**src/rtl/mem_access_pkg.sv**
```systemverilog
// Shared widths, operation encoding, FSM state type and operation classifiers
// for the memory-stage data-bus master.
package mem_access_pkg;

   localparam int unsigned W_OPER = 4;
   localparam int unsigned W_ADDR = 32;
   localparam int unsigned W_DATA = 32;

   // MEM-stage operation encoding; anything not listed is a non-memory op
   typedef enum logic [W_OPER-1:0] {
      OperNop = 4'd0,
      OperLb  = 4'd1,
      OperLbu = 4'd2,
      OperLh  = 4'd3,
      OperLhu = 4'd4,
      OperLw  = 4'd5,
      OperSb  = 4'd6,
      OperSh  = 4'd7,
      OperSw  = 4'd8,
      OperAlu = 4'd9
   } oper_e;

   typedef enum logic [2:0] {
      StIdle,
      StReq,
      StWait,
      StDone,
      StDrain
   } mem_state_t;

   typedef enum logic [1:0] {
      SizeByte,
      SizeHalf,
      SizeWord,
      SizeNone
   } size_e;

   function automatic logic is_oper_ld(input logic [W_OPER-1:0] op);
      return (op == OperLb) || (op == OperLbu) || (op == OperLh) ||
             (op == OperLhu) || (op == OperLw);
   endfunction

   function automatic logic is_oper_st(input logic [W_OPER-1:0] op);
      return (op == OperSb) || (op == OperSh) || (op == OperSw);
   endfunction

   function automatic logic is_oper_mm(input logic [W_OPER-1:0] op);
      return is_oper_ld(op) || is_oper_st(op);
   endfunction

   function automatic size_e oper_size(input logic [W_OPER-1:0] op);
      size_e sz;
      case (op)
         OperLb, OperLbu, OperSb: sz = SizeByte;
         OperLh, OperLhu, OperSh: sz = SizeHalf;
         OperLw, OperSw:          sz = SizeWord;
         default:                 sz = SizeNone;
      endcase
      return sz;
   endfunction

endpackage

```
**src/rtl/mem_access_store_fmt.sv**
```systemverilog
// Combinational store formatting: lane replication, byte strobes and the
// natural-alignment check for half and word accesses.
module mem_store_fmt
   import mem_access_pkg::*;
(
   input  logic [W_OPER-1:0] oper_i,
   input  logic [1:0]        offset_i,
   input  logic [W_DATA-1:0] st_data_i,
   output logic [W_DATA-1:0] wdata_o,
   output logic [3:0]        wstrb_o,
   output logic              misaligned_o
);

   // Loads keep all strobes set; stores narrow them to the addressed lanes
   always_comb begin
      wdata_o      = st_data_i;
      wstrb_o      = 4'b1111;
      misaligned_o = 1'b0;
      case (oper_size(oper_i))
         SizeByte: begin
            if (is_oper_st(oper_i)) begin
               wdata_o = {4{st_data_i[7:0]}};
               wstrb_o = 4'b0001 << offset_i;
            end
         end
         SizeHalf: begin
            misaligned_o = offset_i[0];
            if (is_oper_st(oper_i)) begin
               wdata_o = {2{st_data_i[15:0]}};
               wstrb_o = offset_i[1] ? 4'b1100 : 4'b0011;
            end
         end
         SizeWord: misaligned_o = (offset_i != 2'b00);
         default:  ;
      endcase
   end

endmodule

```
**src/rtl/mem_access.sv**
```systemverilog
// Memory-stage data-bus master: issues one word-aligned access at a time,
// stalls the pipeline while it is outstanding and hands the raw word onward.
module mem_access
   import mem_access_pkg::*;
(
   input  logic              clk,
   input  logic              rst,
   input  logic [W_OPER-1:0] oper,
   input  logic              valid,
   input  logic              flush,
   input  logic              hold,
   input  logic [W_ADDR-1:0] addr,
   input  logic [W_DATA-1:0] st_data,
   output logic              data_req,
   output logic              data_wr,
   output logic [3:0]        data_wstrb,
   output logic [W_ADDR-1:0] data_addr,
   output logic [W_DATA-1:0] data_wdata,
   input  logic              data_addr_ok,
   input  logic              data_data_ok,
   input  logic [W_DATA-1:0] data_rdata,
   output logic [1:0]        word_offset,
   output logic [W_DATA-1:0] rd_data_b,
   output logic              mem_stall,
   output logic              adel,
   output logic              ades
);

   mem_state_t        state_q, state_d;
   logic [W_DATA-1:0] data_q, data_d;
   logic              misaligned;
   logic              act;
   logic              complete;

   mem_store_fmt u_store_fmt (
      .oper_i       (oper),
      .offset_i     (addr[1:0]),
      .st_data_i    (st_data),
      .wdata_o      (data_wdata),
      .wstrb_o      (data_wstrb),
      .misaligned_o (misaligned)
   );

   // Request attributes and exception flags follow the MEM-stage inputs directly
   always_comb begin
      act         = valid & is_oper_mm(oper) & ~flush & ~misaligned;
      data_wr     = is_oper_st(oper);
      data_addr   = {addr[W_ADDR-1:2], 2'b00};
      word_offset = addr[1:0];
      adel        = valid & ~flush & is_oper_ld(oper) & misaligned;
      ades        = valid & ~flush & is_oper_st(oper) & misaligned;
   end

   // Handshake sequencing, stall generation and data capture
   always_comb begin
      state_d   = state_q;
      data_d    = data_q;
      data_req  = 1'b0;
      mem_stall = 1'b0;
      complete  = 1'b0;
      case (state_q)
         StIdle: begin
            data_req = act;
            if (act) begin
               if (data_addr_ok && data_data_ok) complete = 1'b1;
               else if (data_addr_ok)             state_d  = StWait;
               else                               state_d  = StReq;
               mem_stall = ~complete;
            end
         end
         StReq: begin
            data_req = 1'b1;
            if (flush)                              state_d  = StIdle;
            else if (data_addr_ok && data_data_ok)  complete = 1'b1;
            else if (data_addr_ok)                  state_d  = StWait;
            mem_stall = ~complete;
         end
         StWait: begin
            // A flush that coincides with the response still completes normally
            if (data_data_ok) complete = 1'b1;
            else if (flush)   state_d  = StDrain;
            mem_stall = ~complete;
         end
         StDone: begin
            if (!hold) state_d = StIdle;
         end
         StDrain: begin
            // The discarded response must not let a waiting op slip past unissued
            mem_stall = 1'b1;
            if (data_data_ok) state_d = StIdle;
         end
         default: state_d = StIdle;
      endcase
      if (complete) begin
         data_d  = data_rdata;
         state_d = hold ? StDone : StIdle;
      end
   end

   // Raw load word: frozen copy while the pipeline is held, live bus otherwise
   always_comb begin
      rd_data_b = (state_q == StDone) ? data_q : data_rdata;
   end

   // State and captured-word registers
   always_ff @(posedge clk or posedge rst) begin
      if (rst) begin
         state_q <= StIdle;
         data_q  <= '0;
      end else begin
         state_q <= state_d;
         data_q  <= data_d;
      end
   end

endmodule

```
**config.mk**
```make
export PLATFORM = sky130hd
export DESIGN_NAME = mem_access
export DESIGN_NICKNAME = d
export VERILOG_FILES = /design/src/rtl/mem_access_pkg.sv /design/src/rtl/mem_access_store_fmt.sv /design/src/rtl/mem_access.sv
export SDC_FILE = /design/constraint.sdc
export NUM_CORES = 1
export LEC_CHECK = 0
export CORE_MARGIN = 2
export CORE_UTILIZATION = 32
export DETAILED_ROUTE_END_ITERATION = 8
export PLACE_DENSITY = 0.79
export SLEW_MARGIN = 20
export SYNTH_ARGS = -nofsm -noshare
export SYNTH_HDL_FRONTEND = slang
export SYNTH_SLANG_ARGS = --single-unit
```
**constraint.sdc**
```tcl
create_clock -name clk -period 3.2 [get_ports clk]
set_clock_uncertainty 0.1 [all_clocks]
set_input_delay 0.64 -clock clk [delete_from_list [all_inputs] [get_ports clk]]
set_output_delay 0.64 -clock clk [all_outputs]
set_load 0.01 [all_outputs]
```
Word-level counts from Yosys, hierarchy flattened
Memories as Yosys holds them, arrays and structs flattened.
Index checks and enable logic that the tools add are counted.
{"block": "totals", "regBits": 35, "latch_bits": 0, "wordCells": 85, "mem_count": 1, "ramBits": 0, "out_inout_bits": 107, "romBits": 32}
{"block": "classes", "magnitude_cmp": 0, "n_bitwise": 13, "n_reduce_logical": 12, "n_eq_ne": 22, "addsub": 0, "div_mod_pow": 0, "n_mul": 0, "n_shift": 1, "mux": 34}
{"name": "(name not given)", "depth": 16, "word_bits": 2, "read_ports": 1, "rd_clocked_by_memory_dff": 0, "write_ports": 0, "line": "mem_access_pkg.sv:53", "source": "case (op)"}
{"operator": "32-bit 2-to-1 mux", "n": 3}
{"operator": "32-bit one-hot mux with 2 select lines", "n": 1}
{"operator": "3-bit 2-to-1 mux", "n": 10}
{"operator": "3-bit inequality test, second input constant", "n": 6}
{"operator": "4-bit by 3-bit equality test with 1-bit output, second input constant", "n": 4}
{"operator": "3-bit one-hot mux with 5 select lines", "n": 1}
{"operator": "4-bit 2-to-1 mux", "n": 3}
{"operator": "1-bit 2-to-1 mux", "n": 9}
{"operator": "1-bit AND", "n": 8}
{"operator": "4-bit by 2-bit equality test with 1-bit output, second input constant", "n": 2}
{"operator": "4-bit inequality test, second input constant", "n": 2}
{"operator": "4-bit one-hot mux with 2 select lines", "n": 1}
{"operator": "8-bit AND reduction", "n": 1}
{"operator": "1-bit logical OR", "n": 7}
{"operator": "3-bit by 2-bit equality test with 1-bit output, second input constant", "n": 2}
{"operator": "1-bit NOT", "n": 5}
{"operator": "4-bit by 1-bit equality test with 1-bit output, second input constant", "n": 1}
{"operator": "4-bit equality test, second input constant", "n": 1}
{"operator": "2-bit 2-to-1 mux", "n": 2}
{"operator": "1-bit one-hot mux with 2 select lines", "n": 2}
{"operator": "1-bit one-hot mux with 4 select lines", "n": 1}
{"operator": "1-bit by 2-bit << shifter with 4-bit output, first input constant", "n": 1}
{"operator": "3-bit by 1-bit equality test with 1-bit output, second input constant", "n": 1}
{"operator": "3-bit equality test, second input constant", "n": 1}
{"operator": "other kinds (7)", "n": 7}

Logic depth before layout (Yosys ltp)
Gate-level depths: netlist of the first run.
{"block": "logic_depth", "ltp_word": 15, "depth_mapped": 13}

Hierarchy
A second synthesis of the first run with hierarchy kept.
{"block": "hier_totals", "hier_cells": 302, "hier_area_um2": 2994.1}
{"module": "mem_access", "area_each_um2": 2253.4, "n_inst": 1, "cells_per_inst": 194}
{"module": "mem_store_fmt", "area_each_um2": 740.7, "n_inst": 1, "cells_per_inst": 108}

Least setup slack after synthesis of the first run
Ideal clock, no wire load.
{"block": "synth_timing", "path_type": "input -> output", "start": "in oper[0]", "end": "out mem_stall", "slack_ns": -0.283, "t_required_ns": 2.460, "arrival_ns": 2.743, "path_stages": 10, "cell_sequence": "inv_1 -> ha_1 -> nor2b_1 -> a211oi_1 -> ha_1 -> o211a_1 -> a31oi_1 -> nor2b_1 -> a21oi_1 -> o31ai_1"}
{"block": "synth_via", "elab_chain_cells": 11, "elab_cells_between_ends": 25, "classes_between": "10 x eq/ne; 3 x mux; 4 x bitwise; 7 x reduce/logical; 1 x memory"}
{"element": "start, declared", "line": "mem_access.sv:8", "source": "input logic [W_OPER-1:0] oper,"}
{"element": "branches (longest 8 deep; another with memory 16 x 2 bit)"}
{"element": "1-bit AND *", "line": "mem_access.sv:46", "source": "act = valid & is_oper_mm(oper) & ~flush & ~misaligned;"}
{"element": "1-bit 2-to-1 mux *", "line": "mem_access.sv:64", "source": "if (act) begin"}
{"element": "1-bit one-hot mux with 4 select lines *", "line": "mem_access.sv:61", "source": "case (state_q)"}
{"element": "end, declared", "line": "mem_access.sv:24", "source": "output logic mem_stall,"}
Mark *: on every way between the ends.

Worst setup path in the final report of the first run
{"block": "layout_timing", "start": "in flush", "end": "out mem_stall"}
{"block": "layout_via", "elab_chain_cells": 5, "elab_cells_between_ends": 8, "classes_between": "4 x mux; 4 x bitwise"}
{"element": "start, declared", "line": "mem_access.sv:10", "source": "input logic flush,"}
{"element": "1-bit NOT", "line": "mem_access.sv:46"}
{"element": "1-bit AND (2 in series)", "line": "mem_access.sv:46"}
{"element": "1-bit 2-to-1 mux", "line": "mem_access.sv:64"}
{"element": "1-bit one-hot mux with 4 select lines *", "line": "mem_access.sv:61"}
Every way passes the cells marked *; elsewhere a longest branch is shown, timed or not. The select of a mux whose other input is x is not followed.

==> results of run 1 <==
[registers in the layout (all words and copies together), names as in the netlist]
register and flops:
data_q 32, state_q 3
[metal layers]
layer | part of all wire, % | up-vias
met2 | 53 | 134
met4 | 2.7 | 0
met5 | 0 | -
li1 | - | 1347
met3 | 7.4 | 29
met1 | 37 | 1275
[critical path: cells and delay by family]
| family | cells | cell delay, ns |
|---|---|---|
| compound gates | 3 | 0.44 |
| buf+inv | 2 | 0.63 |
| simple gates | 3 | 0.75 |
[cell usage after synthesis, types with 3 or more instances]
cell and number:
sky130_fd_sc_hd__a22o_1 8, sky130_fd_sc_hd__nand2_1 63, sky130_fd_sc_hd__mux2_2 63, sky130_fd_sc_hd__clkbuf_1 9, sky130_fd_sc_hd__o21ai_0 18, sky130_fd_sc_hd__buf_6 3, sky130_fd_sc_hd__nor2_1 8, sky130_fd_sc_hd__buf_4 42
sky130_fd_sc_hd__dfrtp_1 35, sky130_fd_sc_hd__nor3_1 4, sky130_fd_sc_hd__ha_1 8, sky130_fd_sc_hd__a22oi_1 9, sky130_fd_sc_hd__nor2b_1 7, sky130_fd_sc_hd__inv_1 13, sky130_fd_sc_hd__buf_1 4
[cell type report]
class	instances	area [um^2]	area share, %
tap	108	135.1	2.871
clock buffer	6	82.58	1.754
timing repair buffer	189	1793	38.09
sequential	35	875.8	18.61
inverter	13	53.80	1.143
multi-input combinational	218	1732	36.79
clock inverter	2	35.03	0.7443
[power groups by stage]
stage | sequential (mW) | clock, mW | combinational (mW)
after global placement | 0.786 | 0 | 1.08
after global routing | 0.827 | 0.453 | 1.19
after CTS | 0.796 | 0.436 | 1.11
after detailed placement | 0.801 | 0 | 1.11
after floorplan | 0.740 | 0 | 0.720
final | 0.793 | 0.422 | 1.11
[what timing repair did]
item | in CTS | in global routing
resized for setup | 90 | 42
pin swaps | 9 | 4
setup buffers | 6 | 2
setup endpoints to repair | 66 | 33
gates cloned | 1 | 0
[metrics by stage]
| stage | setup TNS (ns) | hold WS, ns | instances | cell area, um^2 | util, % |
|---|---|---|---|---|---|
| after floorplan | -0.07732 | 0.3541 | 326 | 2937 | - |
| after global placement | -36.45 | 0.3655 | 554 | 4417 | 50.40 |
| after detailed placement | -40.98 | 0.3894 | 554 | 4417 | 50.40 |
| after CTS | -0.04005 | 0.4081 | 569 | 4672 | 53.31 |
| after global routing | -0.1731 | 0.4214 | 571 | 4707 | 53.71 |
| final | -0.002573 | 0.3996 | 571 | 4707 | 53.71 |
[worst paths after layout]
kind	endpoint	cells past startpoint	startpoint
worst max register to register	data_q[2]	7	state_q[0]
min in group asynchronous	data_q[8]	2	rst
worst min-delay path	data_q[7]	1	data_q[7]
worst max-delay path	mem_stall	8	flush
max in group asynchronous	data_q[6]	3	rst
worst min register to register	data_q[7]	1	data_q[7]
[cell families after synthesis]
group | after synthesis | synth area share [%]
compound gates | 50 | 11.70
fa+ha+maj | 8 | 3.429
buf+inv | 73 | 15.64
flops | 35 | 30.00
mux | 66 | 25.38
other cells | 1 | 0.1285
simple gates | 92 | 13.72
==> reports/metrics.cfg, run 1 <==
[outcome]
status=finished, violations left
failed_checks=negative setup slack

[route]
num_vias=2785
initialDrtViolationCount=87
route.detailed.drc=0
detail_route.wl_per_cell_um=16.28
vias_per_cell=4.877
totalWireLength_um=9294
detail-route-antenna-nets=0
dr.pass1.iters=4

[floorplanning]
core_area_mm2=0.008763
start_util_pct=33.31
io_pins=214
chip_width_um=99.51
std_cell_rows=34
die_h_um=99.51
floorplan.die_area_mm2=0.009902

[synth]
synth-async-reset-ratio_pct=100.0
synth.yosys.seq_area_share_pct=30.00
combined_area_of_all_synthesized_cells_mm2=0.002919
synthesis.yosys.warnings=0
post_synth.cell_area_avg_um2=8.982
synth-edff-count=0
post_synth_num_cell_types=39
synth_top_flop_cell=sky130_fd_sc_hd__dfrtp_1
synth_top_area_cell=sky130_fd_sc_hd__dfrtp_1
synth.area.top_cells=sky130_fd_sc_hd__dfrtp_1 (30%), sky130_fd_sc_hd__mux2_2 (24%), sky130_fd_sc_hd__buf_4 (11%)
yosysTopAreaCellShare_pct=30.00
postSynthRegisterBits=35
synth_cells=325

[setup_path]
worst_path_most_repeated_cell=sky130_fd_sc_hd__nor2b_4
cp_max_fo=3
worstPathArrival_ns=2.46
cp_data_required_time_ns=2.46
worst_setup_path_end_kind=output port
crit_chain=clkdlybuf4s50_1 -> nor2b_4 -> or4b_1 -> a21boi_2 -> nor2b_4 -> a21oi_2 -> o31ai_2 -> buf_2
worst-r2r-setup-slack_ns=0.87
critPathSlowestCell=sky130_fd_sc_hd__clkdlybuf4s50_1
crit_path_max_incr_delay_ns=0.47
setup.worst_path.start_class=input port
worstSetupPathType=input port to output port

[clock_tree]
ctsHoldBuffers=0
cts_root_buffer=sky130_fd_sc_hd__clkbuf_8
clock_path_buffers=2
htree_num_levels=2
clk_pin_slew_worst_paths_ns=0.08
cts_tree=built
latest_clock_arrival_within_the_worst_skew_pair_ns=0.28
numCtsBuffers=5
tritoncts_num_sinks=35

[timing]
timing_max_transition_violations_final=0
min_period_ns=3.203
setup_viol=1
worst_slack_ns=-0.002573
fmax_mhz=312.2
final_hold_viol_count=0
rsz0062_at_grt=yes
final_min_period_over_clock_period_pct=100.1

[placed_design]
hpwlAfterDp_um=7188
buffer_ports.inserted=151
placement.setup.worst_slack_ns=-1.004
gp_congestion=0.8565

[pwr]
p_leak_nw=2.049
internal-power_mw=1.586
max-vdd-ir-drop_mv=0.3893
seq_power_share_pct=34.1
net-switching-power_uw=736.9
pwr-share-clk_pct=18.2
sw_frac_of_total_pct=31.73
power_density_mw_per_mm2=493.4
design_power_total_mw=2.322
power_frac_comb_pct=47.7

[grt]
globalRouteMet1Util_pct=18.96
grt_residual_overflow=0
met3_routing_resource_usage_after_global_routing_pct=4.006
antenna_found_initial=0
grt_use_total_pct=17.96
grt_use_met2_pct=33.78
maximum_number_of_pins_on_one_net_before_global_route_repair=34
grt_pass1_vias=2944
globalRoute.busiestLayer=met2
grt_first_pass_wirelength_um=14330

[layout]
post_route_cells_drive_above_1_share_pct=31.53
nNetsFinal=577
layout.cells.most_common=sky130_fd_sc_hd__clkdlybuf4s50_1
area_growth_pct=61.25
fillCellCount=808
final_cell_mix=sky130_fd_sc_hd__clkdlybuf4s50_1 (115), sky130_fd_sc_hd__nand2_1 (63), sky130_fd_sc_hd__mux2_2 (63), sky130_fd_sc_hd__dfrtp_1 (35), sky130_fd_sc_hd__buf_4 (26)
antenna_cells=0

[hold_path]
hp-class=register to register

[job]
timing.max_cap.violations=0

Note: power is estimated with default switching activity, not from simulation.
==> run 2: changes to the inputs <==
--- a/config.mk
+++ b/config.mk
@@ -7,6 +7,7 @@
 export LEC_CHECK = 0
 export CORE_MARGIN = 2
 export CORE_UTILIZATION = 32
+export CTS_BUF_LIST = sky130_fd_sc_hd__clkbuf_16
 export DETAILED_ROUTE_END_ITERATION = 8
 export PLACE_DENSITY = 0.79
 export SLEW_MARGIN = 20
==> run 2 against run 1 <==
  * The flow still finishes with violations (negative setup slack)
  * Die area did not move
  * Global-route usage increased by 0.13 points
  * Clock power up 31%
  * Critical endpoint unchanged
==> reports/metrics.cfg, run 2 (synthesized netlist as in run 1, its figures left out) <==
[setup_path]
worst_r2r_startpoint=state_q[0]  ; unchanged
worst_setup_path_startpoint=flush  ; unchanged
worst_r2r_endpoint=data_q[29]  ; was data_q[2]
worst-r2r-setup-slack_ns=0.87  ; about the same
worst_setup_path_end_kind=output port  ; unchanged
cp_data_required_time_ns=2.46  ; about the same
cp_max_fo=3  ; unchanged
setup.worst_path.start_class=input port  ; unchanged
worstPathArrival_ns=2.46  ; about the same
r2r.worst_path.cells=7  ; unchanged
worstSetupPathType=input port to output port  ; unchanged

[layout]
fillCellCount=802  ; was 808
multi_input_comb_area_mm2=0.001732  ; unchanged
antenna_cells=0  ; unchanged
largest_register=data_q  ; unchanged
post_route_cells_drive_above_1_share_pct=31.32  ; was 31.53%
final_cell_mix=sky130_fd_sc_hd__clkdlybuf4s50_1 (115), sky130_fd_sc_hd__nand2_1 (63), sky130_fd_sc_hd__mux2_2 (63), sky130_fd_sc_hd__dfrtp_1 (35), sky130_fd_sc_hd__buf_4 (26)  ; unchanged
layout.cells.most_common=sky130_fd_sc_hd__clkdlybuf4s50_1  ; unchanged
nNetsFinal=577  ; unchanged
seq_area_um2=875.8  ; unchanged
reg.largest.list=data_q x32, state_q x3  ; unchanged
postLayoutCellArea_mm2=0.004753  ; was 0.004707 mm^2
max_ffs_per_register=32  ; unchanged
area_growth_pct=62.84  ; was 61.25%

[job]
timing.max_cap.violations=0  ; unchanged

[clock_tree]
cts_tree=built  ; unchanged
ctsHoldBuffers=0  ; unchanged
clock_path_buffers=2  ; unchanged
numCtsBuffers=5  ; unchanged
clk_pin_slew_worst_paths_ns=0.06  ; was 0.08 ns
latest_clock_arrival_within_the_worst_skew_pair_ns=0.28  ; about the same
tritoncts_num_sinks=35  ; unchanged
htree_num_levels=2  ; unchanged
cts_root_buffer=sky130_fd_sc_hd__clkbuf_16  ; was sky130_fd_sc_hd__clkbuf_8

[hold_path]
hp-class=register to register  ; unchanged
timing.hold.worst.start=data_q[7]  ; unchanged
instance_count_along_the_most_critical_hold_path=1  ; unchanged
worstHoldEndpoint=data_q[7]  ; unchanged

[route]
detail_route.wl_per_cell_um=16.38  ; was 16.28 um
dr.pass1.iters=4  ; unchanged
route.detailed.drc=0  ; unchanged
vias_per_cell=4.898  ; was 4.877
totalWireLength_um=9354  ; was 9294 um
num_vias=2797  ; was 2785
detail-route-antenna-nets=0  ; unchanged
initialDrtViolationCount=87  ; unchanged

[placed_design]
buffer_ports.inserted=151  ; unchanged
gp_congestion=0.8565  ; unchanged
placed_area_mm2=0.004417  ; unchanged
hpwlAfterDp_um=7188  ; unchanged

[timing]
worst_slack_ns=-0.003628  ; was -0.002573 ns
timing_max_transition_violations_final=0  ; unchanged
fmax_mhz=312.1  ; was 312.2 MHz
rsz0062_at_grt=yes  ; unchanged
final_min_period_over_clock_period_pct=100.1  ; about the same
final_hold_viol_count=0  ; unchanged
min_period_ns=3.204  ; was 3.203 ns
setup_viol=1  ; unchanged

[pwr]
p_leak_nw=2.069  ; was 2.049 nW
power_density_mw_per_mm2=516.9  ; was 493.4 mW/mm^2
max-vdd-ir-drop_mv=0.4082  ; was 0.3893 mV
design_power_total_mw=2.457  ; was 2.322 mW

[floorplanning]
floorplan.die_area_mm2=0.009902  ; unchanged
start_util_pct=33.31  ; unchanged
std_cell_rows=34  ; unchanged
die_h_um=99.51  ; unchanged
core_area_mm2=0.008763  ; unchanged
chip_width_um=99.51  ; unchanged
io_pins=214  ; unchanged

[grt]
grt_residual_overflow=0  ; unchanged
grt_pass1_vias=2968  ; was 2944
grt_use_total_pct=18.10  ; was 17.96%
grt_first_pass_wirelength_um=14390  ; was 14330 um
maximum_number_of_pins_on_one_net_before_global_route_repair=34  ; unchanged
antenna_found_initial=0  ; unchanged

[outcome]
status=finished, violations left  ; unchanged
failed_checks=negative setup slack  ; unchanged

run 2: cell types whose count changed in the layout (fill, tap and decap cells not counted):
| cell | change |
|---|---|
| sky130_fd_sc_hd__clkbuf_16 | +5 |
| sky130_fd_sc_hd__clkbuf_8 | -6 |
| sky130_fd_sc_hd__clkinv_1 | +1 |
run 2: layout make-up:
class | instances | share of cell area, %
Clock inverter | 3 | 0.8160
Tap cell | 108 | 2.843
Timing Repair Buffer | 189 | 37.72
Inverter | 13 | 1.132
Sequential cell | 35 | 18.43
Clock buffer | 5 | 2.632
Multi-Input combinational cell | 218 | 36.43
run 2: worst max-delay path by stage:
stage / slack [ns] / to
after floorplan: -0.05 / mem_stall
after global placement: -0.93 / mem_stall
after detailed placement: -1.00 / mem_stall
after CTS: -0.04 / mem_stall
after global routing: -0.1 / mem_stall
final: -0.004 / mem_stall
run 2: what timing repair did:
item,4_1_cts,5_1_grt
pin swaps,9,4
setup buffers,6,2
setup endpoints to repair,66,33
gates cloned,1,0
resized for setup,90,42
run 2: through the flow:
stage / hold WS, ns / std cells / TNS (ns) / util [%] / setup slack [ns]
after CTS: 0.4029 / 569 / -0.04005 / 53.84 / -0.04005
final: 0.3954 / 571 / -0.003628 / 54.24 / -0.003628
after global routing: 0.4152 / 571 / -0.1731 / 54.24 / -0.09950
after floorplan: 0.3541 / 326 / -0.07732 / - / -0.05329
after detailed placement: 0.3894 / 554 / -40.98 / 50.40 / -1.004
after global placement: 0.3655 / 554 / -36.45 / 50.40 / -0.9328
run 2: worst max-delay path, stage by stage:
cell and delay [ns]:
sky130_fd_sc_hd__clkdlybuf4s50_1 0.47, sky130_fd_sc_hd__nor2b_4 0.14, sky130_fd_sc_hd__or4b_1 0.46, sky130_fd_sc_hd__a21boi_2 0.20, sky130_fd_sc_hd__nor2b_4 0.15, sky130_fd_sc_hd__a21oi_2 0.07
sky130_fd_sc_hd__o31ai_2 0.17, sky130_fd_sc_hd__buf_2 0.16
run 2: per-layer routing:
metal  track usage (%)  vias to the layer above  share of wire, %
met5                 0                        -                 0
met4             7.798                        0               3.1
met3             4.427                       34               7.6
met2             34.20                      135                53
met1             18.87                     1278                37
li1                  -                     1350                 -
run 2: where the power goes:
part	switching, mW	internal (mW)	leakage, nW	total, mW
clock	0.189	0.363	0.0812	0.552
combinational	0.438	0.672	1.57	1.11
sequential	0.132	0.663	0.419	0.795
total	0.759	1.70	2.07	2.46
